<file path="config.mk">
export PLATFORM = sky130hd
export DESIGN_NAME = mem_port_arbiter_flat
export DESIGN_NICKNAME = d
export VERILOG_FILES = /design/src/rtl/mem_port_arbiter_if.sv /design/src/rtl/mem_port_arbiter.sv /design/src/flat_wrapper.sv
export SDC_FILE = /design/constraint.sdc
export NUM_CORES = 1
export LEC_CHECK = 0
export BUFFER_PORTS_ARGS = -buffer_cell sky130_fd_sc_hd__buf_4
export CORE_AREA = 3 3 106 108
export DETAILED_ROUTE_END_ITERATION = 7
export DIE_AREA = 0 0 109 111
export GPL_ROUTABILITY_DRIVEN = 0
export SLEW_MARGIN = 15
export SYNTH_ARGS = -nofsm -noshare
export SYNTH_HDL_FRONTEND = slang
export SYNTH_SLANG_ARGS = --single-unit
export TNS_END_PERCENT = 50
</file>
<file path="constraint.sdc">
create_clock -name clk_i -period 4.1 [get_ports clk_i]
set_input_delay 0.41 -clock clk_i [delete_from_list [all_inputs] [get_ports clk_i]]
set_output_delay 0.41 -clock clk_i [all_outputs]
set_load 0.03 [all_outputs]
</file>
<file path="src/rtl/mem_port_arbiter_if.sv">
// Purpose : bundles the three requester ports (fetch, load/store, debug) and
//           the single-port memory port served by mem_port_arbiter.
// Modports: slave  - arbiter side (requests/mem_rdata in; ready/rsp/mem out)
//           master - requester/memory side (mirror of slave)
// Signals : if_*  fetch read port       dm_*  load/store port
//           dbg_* debug read port       mem_* memory access port
//           rsp_rdata_o shared read data, busy_o transaction in flight
interface mem_port_arbiter_if #(
    parameter int unsigned XLEN = 32
);
    localparam int unsigned STRB_W = XLEN / 8;

    // fetch port
    logic              if_req_valid_i;
    logic              if_req_ready_o;
    logic [XLEN-1:0]   if_addr_i;
    logic              if_rsp_valid_o;

    // load/store port
    logic              dm_req_valid_i;
    logic              dm_req_ready_o;
    logic [XLEN-1:0]   dm_addr_i;
    logic              dm_we_i;
    logic [XLEN-1:0]   dm_wdata_i;
    logic [STRB_W-1:0] dm_wstrb_i;
    logic              dm_rsp_valid_o;

    // debug port
    logic              dbg_req_valid_i;
    logic              dbg_req_ready_o;
    logic [XLEN-1:0]   dbg_addr_i;
    logic              dbg_rsp_valid_o;

    // shared response data
    logic [XLEN-1:0]   rsp_rdata_o;

    // memory port
    logic              mem_req_o;
    logic              mem_we_o;
    logic [XLEN-1:0]   mem_addr_o;
    logic [XLEN-1:0]   mem_wdata_o;
    logic [STRB_W-1:0] mem_wstrb_o;
    logic [XLEN-1:0]   mem_rdata_i;

    logic              busy_o;

    modport slave (
        input  if_req_valid_i, if_addr_i,
        input  dm_req_valid_i, dm_addr_i, dm_we_i, dm_wdata_i, dm_wstrb_i,
        input  dbg_req_valid_i, dbg_addr_i,
        input  mem_rdata_i,
        output if_req_ready_o, if_rsp_valid_o,
        output dm_req_ready_o, dm_rsp_valid_o,
        output dbg_req_ready_o, dbg_rsp_valid_o,
        output rsp_rdata_o,
        output mem_req_o, mem_we_o, mem_addr_o, mem_wdata_o, mem_wstrb_o,
        output busy_o
    );

    modport master (
        output if_req_valid_i, if_addr_i,
        output dm_req_valid_i, dm_addr_i, dm_we_i, dm_wdata_i, dm_wstrb_i,
        output dbg_req_valid_i, dbg_addr_i,
        output mem_rdata_i,
        input  if_req_ready_o, if_rsp_valid_o,
        input  dm_req_ready_o, dm_rsp_valid_o,
        input  dbg_req_ready_o, dbg_rsp_valid_o,
        input  rsp_rdata_o,
        input  mem_req_o, mem_we_o, mem_addr_o, mem_wdata_o, mem_wstrb_o,
        input  busy_o
    );
endinterface

</file>
<file path="src/rtl/mem_port_arbiter.sv">
// Purpose : non-pipelined arbiter sharing one single-port memory between
//           instruction fetch, load/store unit and a debug read port.
//           One transaction in flight; read data returns MEM_LAT cycles after
//           the grant and is forwarded combinationally to the owner.
// Ports   : clk_i  - clock
//           rstn_i - asynchronous active-low reset
//           bus    - mem_port_arbiter_if.slave (requester + memory signals)
// Params  : XLEN    - address/data width
//           MEM_LAT - memory read latency in cycles, 1..15
module mem_port_arbiter #(
    parameter int unsigned XLEN    = 32,
    parameter int unsigned MEM_LAT = 2
) (
    input  logic               clk_i,
    input  logic               rstn_i,
    mem_port_arbiter_if.slave  bus
);
    localparam int unsigned    STRB_W   = XLEN / 8;
    localparam int unsigned    LAT_W    = 4;
    localparam logic [LAT_W-1:0] LAT_LOAD = LAT_W'(MEM_LAT - 1);

    typedef enum logic [1:0] {
        IDLE = 2'd0,
        WAIT = 2'd1,
        RESP = 2'd2
    } state_t;

    typedef enum logic [1:0] {
        OWN_NONE = 2'd0,
        OWN_IF   = 2'd1,
        OWN_DM   = 2'd2,
        OWN_DBG  = 2'd3
    } owner_t;

    // Round-robin pointer between dm and if; names the preferred port.
    typedef enum logic {
        RR_DM = 1'b0,
        RR_IF = 1'b1
    } rr_t;

    state_t            r_state;
    state_t            w_state_nxt;
    logic [LAT_W-1:0]  r_lat;
    logic [LAT_W-1:0]  w_lat_nxt;
    rr_t               r_rr;
    rr_t               w_rr_nxt;
    owner_t            r_owner;
    owner_t            w_owner_nxt;

    logic              w_gnt_if;
    logic              w_gnt_dm;
    logic              w_gnt_dbg;
    logic              w_rsp_if;
    logic              w_rsp_dm;
    logic              w_rsp_dbg;
    logic [XLEN-1:0]   w_rsp_rdata;
    logic              w_mem_req;
    logic              w_mem_we;
    logic [XLEN-1:0]   w_mem_addr;
    logic [XLEN-1:0]   w_mem_wdata;
    logic [STRB_W-1:0] w_mem_wstrb;
    logic              w_busy;

    // State, latency counter, round-robin pointer and owner registers.
    always_ff @(posedge clk_i or negedge rstn_i) begin
        if (!rstn_i) begin
            r_state <= IDLE;
            r_lat   <= '0;
            r_rr    <= RR_DM;
            r_owner <= OWN_NONE;
        end else begin
            r_state <= w_state_nxt;
            r_lat   <= w_lat_nxt;
            r_rr    <= w_rr_nxt;
            r_owner <= w_owner_nxt;
        end
    end

    // Next-state, grant selection and output decode.
    always_comb begin
        w_state_nxt = r_state;
        w_lat_nxt   = r_lat;
        w_rr_nxt    = r_rr;
        w_owner_nxt = r_owner;
        w_gnt_if    = 1'b0;
        w_gnt_dm    = 1'b0;
        w_gnt_dbg   = 1'b0;
        w_rsp_if    = 1'b0;
        w_rsp_dm    = 1'b0;
        w_rsp_dbg   = 1'b0;
        w_rsp_rdata = '0;
        w_mem_req   = 1'b0;
        w_mem_we    = 1'b0;
        w_mem_addr  = '0;
        w_mem_wdata = '0;
        w_mem_wstrb = '0;
        w_busy      = 1'b0;

        case (r_state)
            IDLE: begin
                // Grants are gated by rstn_i so every output reads 0 while
                // reset is held, even with requests pending.
                if (rstn_i) begin
                    if (bus.dbg_req_valid_i) begin
                        w_gnt_dbg = 1'b1;
                    end else if (bus.dm_req_valid_i &&
                                 ((r_rr == RR_DM) || !bus.if_req_valid_i)) begin
                        w_gnt_dm = 1'b1;
                    end else if (bus.if_req_valid_i) begin
                        w_gnt_if = 1'b1;
                    end
                end

                if (w_gnt_dbg) begin
                    w_owner_nxt = OWN_DBG;
                    w_mem_addr  = bus.dbg_addr_i;
                end else if (w_gnt_dm) begin
                    w_owner_nxt = OWN_DM;
                    w_rr_nxt    = RR_IF;
                    w_mem_addr  = bus.dm_addr_i;
                    w_mem_we    = bus.dm_we_i;
                    w_mem_wdata = bus.dm_wdata_i;
                    w_mem_wstrb = bus.dm_wstrb_i;
                end else if (w_gnt_if) begin
                    w_owner_nxt = OWN_IF;
                    w_rr_nxt    = RR_DM;
                    w_mem_addr  = bus.if_addr_i;
                end

                if (w_gnt_dbg || w_gnt_dm || w_gnt_if) begin
                    w_mem_req   = 1'b1;
                    w_busy      = 1'b1;
                    w_lat_nxt   = LAT_LOAD;
                    w_state_nxt = (MEM_LAT == 1) ? RESP : WAIT;
                end
            end

            WAIT: begin
                w_busy    = 1'b1;
                w_lat_nxt = r_lat - LAT_W'(1);
                // Counter reaching zero on this decrement means the data
                // arrives next cycle.
                if (r_lat <= LAT_W'(1)) begin
                    w_lat_nxt   = '0;
                    w_state_nxt = RESP;
                end
            end

            RESP: begin
                w_busy      = 1'b1;
                w_rsp_if    = (r_owner == OWN_IF);
                w_rsp_dm    = (r_owner == OWN_DM);
                w_rsp_dbg   = (r_owner == OWN_DBG);
                w_rsp_rdata = bus.mem_rdata_i;
                w_owner_nxt = OWN_NONE;
                w_state_nxt = IDLE;
            end

            default: begin
                w_state_nxt = IDLE;
                w_owner_nxt = OWN_NONE;
            end
        endcase
    end

    assign bus.if_req_ready_o  = w_gnt_if;
    assign bus.dm_req_ready_o  = w_gnt_dm;
    assign bus.dbg_req_ready_o = w_gnt_dbg;
    assign bus.if_rsp_valid_o  = w_rsp_if;
    assign bus.dm_rsp_valid_o  = w_rsp_dm;
    assign bus.dbg_rsp_valid_o = w_rsp_dbg;
    assign bus.rsp_rdata_o     = w_rsp_rdata;
    assign bus.mem_req_o       = w_mem_req;
    assign bus.mem_we_o        = w_mem_we;
    assign bus.mem_addr_o      = w_mem_addr;
    assign bus.mem_wdata_o     = w_mem_wdata;
    assign bus.mem_wstrb_o     = w_mem_wstrb;
    assign bus.busy_o          = w_busy;

endmodule

</file>
<file path="src/flat_wrapper.sv">
// flat-port wrapper written by rule: the top's interface ports become plain ports
module mem_port_arbiter_flat 
#(
    parameter int unsigned XLEN    = 32,
    parameter int unsigned MEM_LAT = 2
)
  (clk_i, rstn_i, bus_if_req_valid_i, bus_if_addr_i, bus_dm_req_valid_i, bus_dm_addr_i, bus_dm_we_i, bus_dm_wdata_i, bus_dm_wstrb_i, bus_dbg_req_valid_i, bus_dbg_addr_i, bus_mem_rdata_i, bus_if_req_ready_o, bus_if_rsp_valid_o, bus_dm_req_ready_o, bus_dm_rsp_valid_o, bus_dbg_req_ready_o, bus_dbg_rsp_valid_o, bus_rsp_rdata_o, bus_mem_req_o, bus_mem_we_o, bus_mem_addr_o, bus_mem_wdata_o, bus_mem_wstrb_o, bus_busy_o);
  mem_port_arbiter_if #(.XLEN(XLEN)) bus_i ();
  input  logic clk_i;
  input  logic rstn_i;
  input wire logic [$bits(bus_i.if_req_valid_i)-1:0] bus_if_req_valid_i;
  input wire logic [$bits(bus_i.if_addr_i)-1:0] bus_if_addr_i;
  input wire logic [$bits(bus_i.dm_req_valid_i)-1:0] bus_dm_req_valid_i;
  input wire logic [$bits(bus_i.dm_addr_i)-1:0] bus_dm_addr_i;
  input wire logic [$bits(bus_i.dm_we_i)-1:0] bus_dm_we_i;
  input wire logic [$bits(bus_i.dm_wdata_i)-1:0] bus_dm_wdata_i;
  input wire logic [$bits(bus_i.dm_wstrb_i)-1:0] bus_dm_wstrb_i;
  input wire logic [$bits(bus_i.dbg_req_valid_i)-1:0] bus_dbg_req_valid_i;
  input wire logic [$bits(bus_i.dbg_addr_i)-1:0] bus_dbg_addr_i;
  input wire logic [$bits(bus_i.mem_rdata_i)-1:0] bus_mem_rdata_i;
  output wire logic [$bits(bus_i.if_req_ready_o)-1:0] bus_if_req_ready_o;
  output wire logic [$bits(bus_i.if_rsp_valid_o)-1:0] bus_if_rsp_valid_o;
  output wire logic [$bits(bus_i.dm_req_ready_o)-1:0] bus_dm_req_ready_o;
  output wire logic [$bits(bus_i.dm_rsp_valid_o)-1:0] bus_dm_rsp_valid_o;
  output wire logic [$bits(bus_i.dbg_req_ready_o)-1:0] bus_dbg_req_ready_o;
  output wire logic [$bits(bus_i.dbg_rsp_valid_o)-1:0] bus_dbg_rsp_valid_o;
  output wire logic [$bits(bus_i.rsp_rdata_o)-1:0] bus_rsp_rdata_o;
  output wire logic [$bits(bus_i.mem_req_o)-1:0] bus_mem_req_o;
  output wire logic [$bits(bus_i.mem_we_o)-1:0] bus_mem_we_o;
  output wire logic [$bits(bus_i.mem_addr_o)-1:0] bus_mem_addr_o;
  output wire logic [$bits(bus_i.mem_wdata_o)-1:0] bus_mem_wdata_o;
  output wire logic [$bits(bus_i.mem_wstrb_o)-1:0] bus_mem_wstrb_o;
  output wire logic [$bits(bus_i.busy_o)-1:0] bus_busy_o;
  assign bus_i.if_req_valid_i = bus_if_req_valid_i;
  assign bus_i.if_addr_i = bus_if_addr_i;
  assign bus_i.dm_req_valid_i = bus_dm_req_valid_i;
  assign bus_i.dm_addr_i = bus_dm_addr_i;
  assign bus_i.dm_we_i = bus_dm_we_i;
  assign bus_i.dm_wdata_i = bus_dm_wdata_i;
  assign bus_i.dm_wstrb_i = bus_dm_wstrb_i;
  assign bus_i.dbg_req_valid_i = bus_dbg_req_valid_i;
  assign bus_i.dbg_addr_i = bus_dbg_addr_i;
  assign bus_i.mem_rdata_i = bus_mem_rdata_i;
  assign bus_if_req_ready_o = bus_i.if_req_ready_o;
  assign bus_if_rsp_valid_o = bus_i.if_rsp_valid_o;
  assign bus_dm_req_ready_o = bus_i.dm_req_ready_o;
  assign bus_dm_rsp_valid_o = bus_i.dm_rsp_valid_o;
  assign bus_dbg_req_ready_o = bus_i.dbg_req_ready_o;
  assign bus_dbg_rsp_valid_o = bus_i.dbg_rsp_valid_o;
  assign bus_rsp_rdata_o = bus_i.rsp_rdata_o;
  assign bus_mem_req_o = bus_i.mem_req_o;
  assign bus_mem_we_o = bus_i.mem_we_o;
  assign bus_mem_addr_o = bus_i.mem_addr_o;
  assign bus_mem_wdata_o = bus_i.mem_wdata_o;
  assign bus_mem_wstrb_o = bus_i.mem_wstrb_o;
  assign bus_busy_o = bus_i.busy_o;
  mem_port_arbiter #(.XLEN(XLEN), .MEM_LAT(MEM_LAT)) u_core (.clk_i(clk_i), .rstn_i(rstn_i), .bus(bus_i));
endmodule
</file>
* After elaboration in Yosys (flattened, before gate mapping)
Cells that the tools add are included.
** Word-level totals
- Bits in registers :: 9
- Input bits :: 170
- Output and inout port bits :: 109
- Word-level logic and storage cells :: 77
** Operators by class
- Add/sub/neg operators :: 1
- Order comparisons :: 1
- Equality and inequality tests :: 8
- Muxes and demuxes :: 47
- Bitwise gates (word level) :: 3
- Reduce and logical (&&, ||, !) cells :: 13
** Operator list (number)
- $mux W32 :: 8
- $mux W1 :: 25
- $mux W4 :: 5
- $mux W2 :: 5
- $pmux W2 S2 :: 2
- $pmux W4 S2 :: 1
- $eq A2 B2 Y1 const B :: 3
- $reduce_and A2 Y1 :: 3
- $eq A2 B1 Y1 const B :: 2
- $le A4 B1 Y1 const B :: 1
- $ne A2 B1 Y1 const B :: 2
- $ne A4 B4 Y1 const B :: 1
- $reduce_bool A2 Y1 :: 2
- $sub A4 B1 Y4 const B :: 1
- $logic_or A1 B1 Y1 :: 3
- $not A1 Y1 :: 3
- $reduce_and A3 Y1 :: 1
- $logic_not A2 Y1 :: 1
- $pmux W1 S2 :: 1
- $reduce_or A2 Y1 :: 1
- $logic_and A1 B1 Y1 :: 1
- $logic_not A1 Y1 :: 1

* Depth between registers and ports, before layout
- Depth in word-level cells :: 11
- Depth in mapped cells :: 7
- Mapped depth without buffers :: 6

* Worst setup path after synthesis
Ideal clock, no wire load.
- Path type :: reg2out
- From :: reg u_core.r_state[0]
- To :: out bus_busy_o
- Arrival time :: 1.914 ns
- Required time :: 3.690 ns
- Setup slack :: 1.776 ns
- Cell stages (with the launch flop) :: 8
- Buffers on the path :: 1
- Path through :: dfrtp_1 -> inv_1 -> ha_1 -> nand2_1 -> nor4b_2 -> buf_2 -> nor4_1 -> nor2_1
** On the way
- Word-level cells in the longest chain between the ends :: 3
- Elaborated cells on any way between the ends :: 5
- Those cells by class :: eq/ne (2); mux (1); reduce/logical (2)
** Ends and longest elaborated chain
- start, declared :: line mem_port_arbiter.sv:41 : state_t r_state;
- start signal, assigned :: line mem_port_arbiter.sv:72 : r_state <= w_state_nxt;
- $eq A2 B2 Y1 / $eq A2 B1 Y1 (equally long branches) :: line mem_port_arbiter.sv:99 : case (r_state)
- $reduce_or A2 Y1 (no source line)
- $pmux W1 S2 (*) :: line mem_port_arbiter.sv:99
- end, declared :: line flat_wrapper.sv:33 : output wire logic [$bits(bus_i.busy_o)-1:0] bus_busy_o;
Mark *: on every way between the ends. The rest lies on a longest branch, timed or not.

* Final worst setup path
- From :: reg u_core.r_state[0]
- To :: out bus_mem_addr_o[31]
** On the way
- Word-level cells in the longest chain between the ends :: 2
** Ends and longest elaborated chain
- $logic_not A2 Y1 :: line mem_port_arbiter.sv:99
- $mux W32 :: line mem_port_arbiter.sv:99
- end, declared :: line flat_wrapper.sv:30 : output wire logic [$bits(bus_i.mem_addr_o)-1:0] bus_mem_addr_o;
Every way passes these cells.

==> run_results.csv <==
group,metric,value,unit
outcome,status,"finished clean",
power_and_ir_drop,p_leak,2.18,nW
detailed_routing,wirelength,9200,µm
power_and_ir_drop,ir_drop,0.134,mV
setup_path,cp_common_cell,"sky130_fd_sc_hd__inv_1",
timing,maximum_frequency_from_static_timing_analysis,327,MHz
clocking,cts-hold-fix-buffers,0,
setup_path,crit-reg2reg-capture,"u_core.r_rr",
layout,layout-drive-gt1-share,57.5,%
detailed_routing,drt-pass1-iter-count,7,
detailed_routing,via_count,2769,
setup_path,r2r_slack,1.84,ns
setup_path,critPathArrivalTime,2.65,ns
logic_synthesis,syn-cell-area,1610,µm²
die,core,10300,µm²
placed_design,placement.io_buffers,278,
logic_synthesis,synthArstFlopShare,100,%
setup_path,slowest_delay,0.92,ns
layout,final_nets,678,
placed_design,area_of_placed_instances,3820,µm²
detailed_routing,post_drt_wl_per_cell,14.4,µm
timing,period_share,74.5,%
global_route,maximum_number_of_pins_on_one_net_before_global_route_repair,50,
setup_path,crit_path_cell_trace,"inv_1 > ha_1 > nand2_1 > nor4b_4 > a222oi_1 > inv_1 > buf_4",
setup_path,cp_data_required_time,3.69,ns
setup_path,reg2reg_launch_point,"u_core.r_state[0]",
timing,report.final.slew_viol_count,0,
logic_synthesis,post_synth_inst_count,236,
global_route,wire_length_of_the_first_global_routing_pass,13200,µm
clocking,cts.root.buffer_cell,"sky130_fd_sc_hd__clkbuf_8",
die,io_pins,279,
global_route,first_global_vias,2739,
layout,multiInputGateArea,1230,µm²
logic_synthesis,ys_seq_elements,9,
placed_design,place.detailed.instances,633,
run,max_cap_violations,0,
clocking,cts_repair_resize_count,0,
worst_hold_path,timing.hold.worst.class,"input pin to asynchronous set/reset pin",
logic_synthesis,synth_edf_count,0,
logic_synthesis,syn_nets,412,
timing,finalWorstPathRequiredPeriod,3.06,ns
logic_synthesis,synth.yosys.seq_area_share,14.0,%
timing,finalHoldViolCount,0,
logic_synthesis,synth_warnings,0,
layout,filler_cell_count,1054,
logic_synthesis,synth_area_per_cell,6.83,µm²
clocking,cts.clk_slew.worst_paths,0.05,ns
timing,report.final.setup_viol,0,
clocking,count_of_buffers_added_by_post_cts_timing_repair_for_setup,0,
clocking,clk-insertion-delay-late,0.23,ns
layout,total_non_filler_cell_area_in_the_finished_layout,3870,µm²
layout,sequential_cell_area,225,µm²
layout,finish.cell_count_without_fillers,637,
timing,hold_slack,0.00692,ns
detailed_routing,ant_nets,0,
timing,worst_pin_slew,1.12,ns
global_route,overflow,0,
global_route,grtUsageTotal,13.4,%
power_and_ir_drop,power_per_cell_area,372,nW/µm²
placed_design,place_hpwl,7870,µm
timing,final.setup.tns,0,ns
timing,grt_setup_unrepaired,"no",
clocking,cts-htree-levels,1,
detailed_routing,drc,0,
layout,synthToLayoutAreaGrowth,140,%
setup_path,cp_slowest_cell,"sky130_fd_sc_hd__nor4b_4",
setup_path,path_class,"register to output port",
logic_synthesis,postSynth.topFlopCell,"sky130_fd_sc_hd__dfrtp_1",
global_route,antenna_found_initial,0,
setup_path,timing.critical_path.to_type,"output port",
die,fp-row-count,37,
die,die_area,12100,µm²
die,starting_density,15.6,%
timing,worst_clock_skew,0.000259,ns
die,die_x,109,µm
detailed_routing,vias_per_cell,4.35,
die,die_height,111,µm
setup_path,start_kind,"register",
clocking,cts_sinks,9,
setup_path,largest_fanout_on_the_critical_path,21,
clocking,number_of_buffers_on_the_longest_clock_path,2,
logic_synthesis,count_of_unique_library_cells_instantiated_by_yosys,36,
detailed_routing,detail_route.iter0.violations,145,
clocking,tritoncts.num_buffers,3,
setup_path,worstRegToRegCells,6,
timing,slew-limit-headroom,25.2,%
clocking,tritoncts,"done",
layout,antenna-diode-count,0,
-- per-stage QoR --
step,util [%],power (mW),setup WS [ns]
4_1_cts,37.5,1.46,1.05
6_report,37.5,1.44,1.04
5_1_grt,37.5,1.55,0.818
3_3_place_gp,37.0,1.33,1.43
2_1_floorplan,-,0.870,1.78
3_5_place_dp,37.0,1.35,1.32
-- metal layers --
metal,part of all wire (%),vias up,wire length (µm),global-route usage (%)
met3,11,2,1030,2.04
met2,54,182,5000,27.2
met1,34,1231,3100,13.8
met5,0,-,0,0
li1,-,1354,-,-
met4,0.71,0,65,3.28
-- flip-flops by register name, indices dropped and copies added, names as in the netlist --
signal and count:
u_core.r_lat 4, u_core.r_owner 2, u_core.r_rr 1, u_core.r_state 2
-- how the worst max path moves through the flow --
stage	startpoint	end	slack (ns)	depth (start not counted)
final	u_core.r_state[0]	bus_mem_addr_o[31]	1.04	7
after detailed placement	u_core.r_state[0]	bus_mem_addr_o[8]	1.32	7
after floorplan	u_core.r_state[0]	bus_busy_o	1.78	7
after global placement	u_core.r_state[0]	bus_mem_addr_o[4]	1.43	7
after global routing	u_core.r_state[0]	bus_mem_addr_o[2]	0.82	7
after CTS	u_core.r_state[0]	bus_mem_addr_o[8]	1.05	7
-- synthesized netlist by cell type (3+ instances only) --
cell type | count | area, µm²
sky130_fd_sc_hd__nand2_1 | 19 | 71.3
sky130_fd_sc_hd__a22oi_1 | 14 | 105
sky130_fd_sc_hd__nor2_1 | 8 | 30.0
sky130_fd_sc_hd__o31ai_1 | 3 | 22.5
sky130_fd_sc_hd__buf_2 | 4 | 20.0
sky130_fd_sc_hd__dfrtp_1 | 9 | 225
sky130_fd_sc_hd__a222oi_1 | 18 | 180
sky130_fd_sc_hd__and2_1 | 70 | 438
sky130_fd_sc_hd__o21ai_0 | 3 | 15.0
sky130_fd_sc_hd__a21oi_1 | 17 | 85.1
sky130_fd_sc_hd__or4_1 | 3 | 22.5
sky130_fd_sc_hd__clkbuf_1 | 14 | 52.6
sky130_fd_sc_hd__inv_1 | 24 | 90.1
sky130_fd_sc_hd__ha_1 | 6 | 75.1
-- power by group --
| part | switching [mW] | total, mW | internal (mW) |
|---|---|---|---|
| sequential | 0.0430 | 0.174 | 0.131 |
| clock | 0.0378 | 0.104 | 0.0665 |
| combinational | 0.687 | 1.16 | 0.473 |
-- worst max-delay path, delay by kind of cell (launching register included) --
kind                       cells  cell delay, ns
AOI/OAI and AO/OA              1            0.29
adders and majority gates      1            0.24
buffers and inverters          3            0.37
DFF                            1            0.41
and+or+nand+nor                2            1.09
-- placed cells by master (no fill, tap or decap), drive strengths merged, types with 2 or more instances in the layout --
master,instances
o21ai,3
and3,2
o31ai,3
and2,71
or4,3
buf,280
nor3,2
clkbuf,3
a222oi,18
a22oi,14
ha,6
clkinv,2
nor2,8
a21oi,17
inv,24
or3,2
nand2,19
dfrtp,9
-- cells by family (layout without fill, tap and decap cells) --
family,Yosys count,in the layout,synth area share (%)
AND/OR/NAND/NOR,115,115,41.9
AO/OA/AOI/OAI,62,62,28.8
flip-flops,9,9,14.0
adder cells (fa/ha/maj),6,6,4.66
buffers and inverters,44,309,10.6
-- layout make-up --
| cell class | instances | area share [%] |
|---|---|---|
| flip-flops and latches | 9 | 5.82 |
| repair buffers | 280 | 54.4 |
| clock buffers | 3 | 1.07 |
| clock inverters | 1 | 0.129 |
| inverters | 25 | 2.43 |
| multi-input cells | 183 | 31.8 |
| well taps | 136 | 4.40 |
Note: power is estimated with default switching activity, not from simulation.
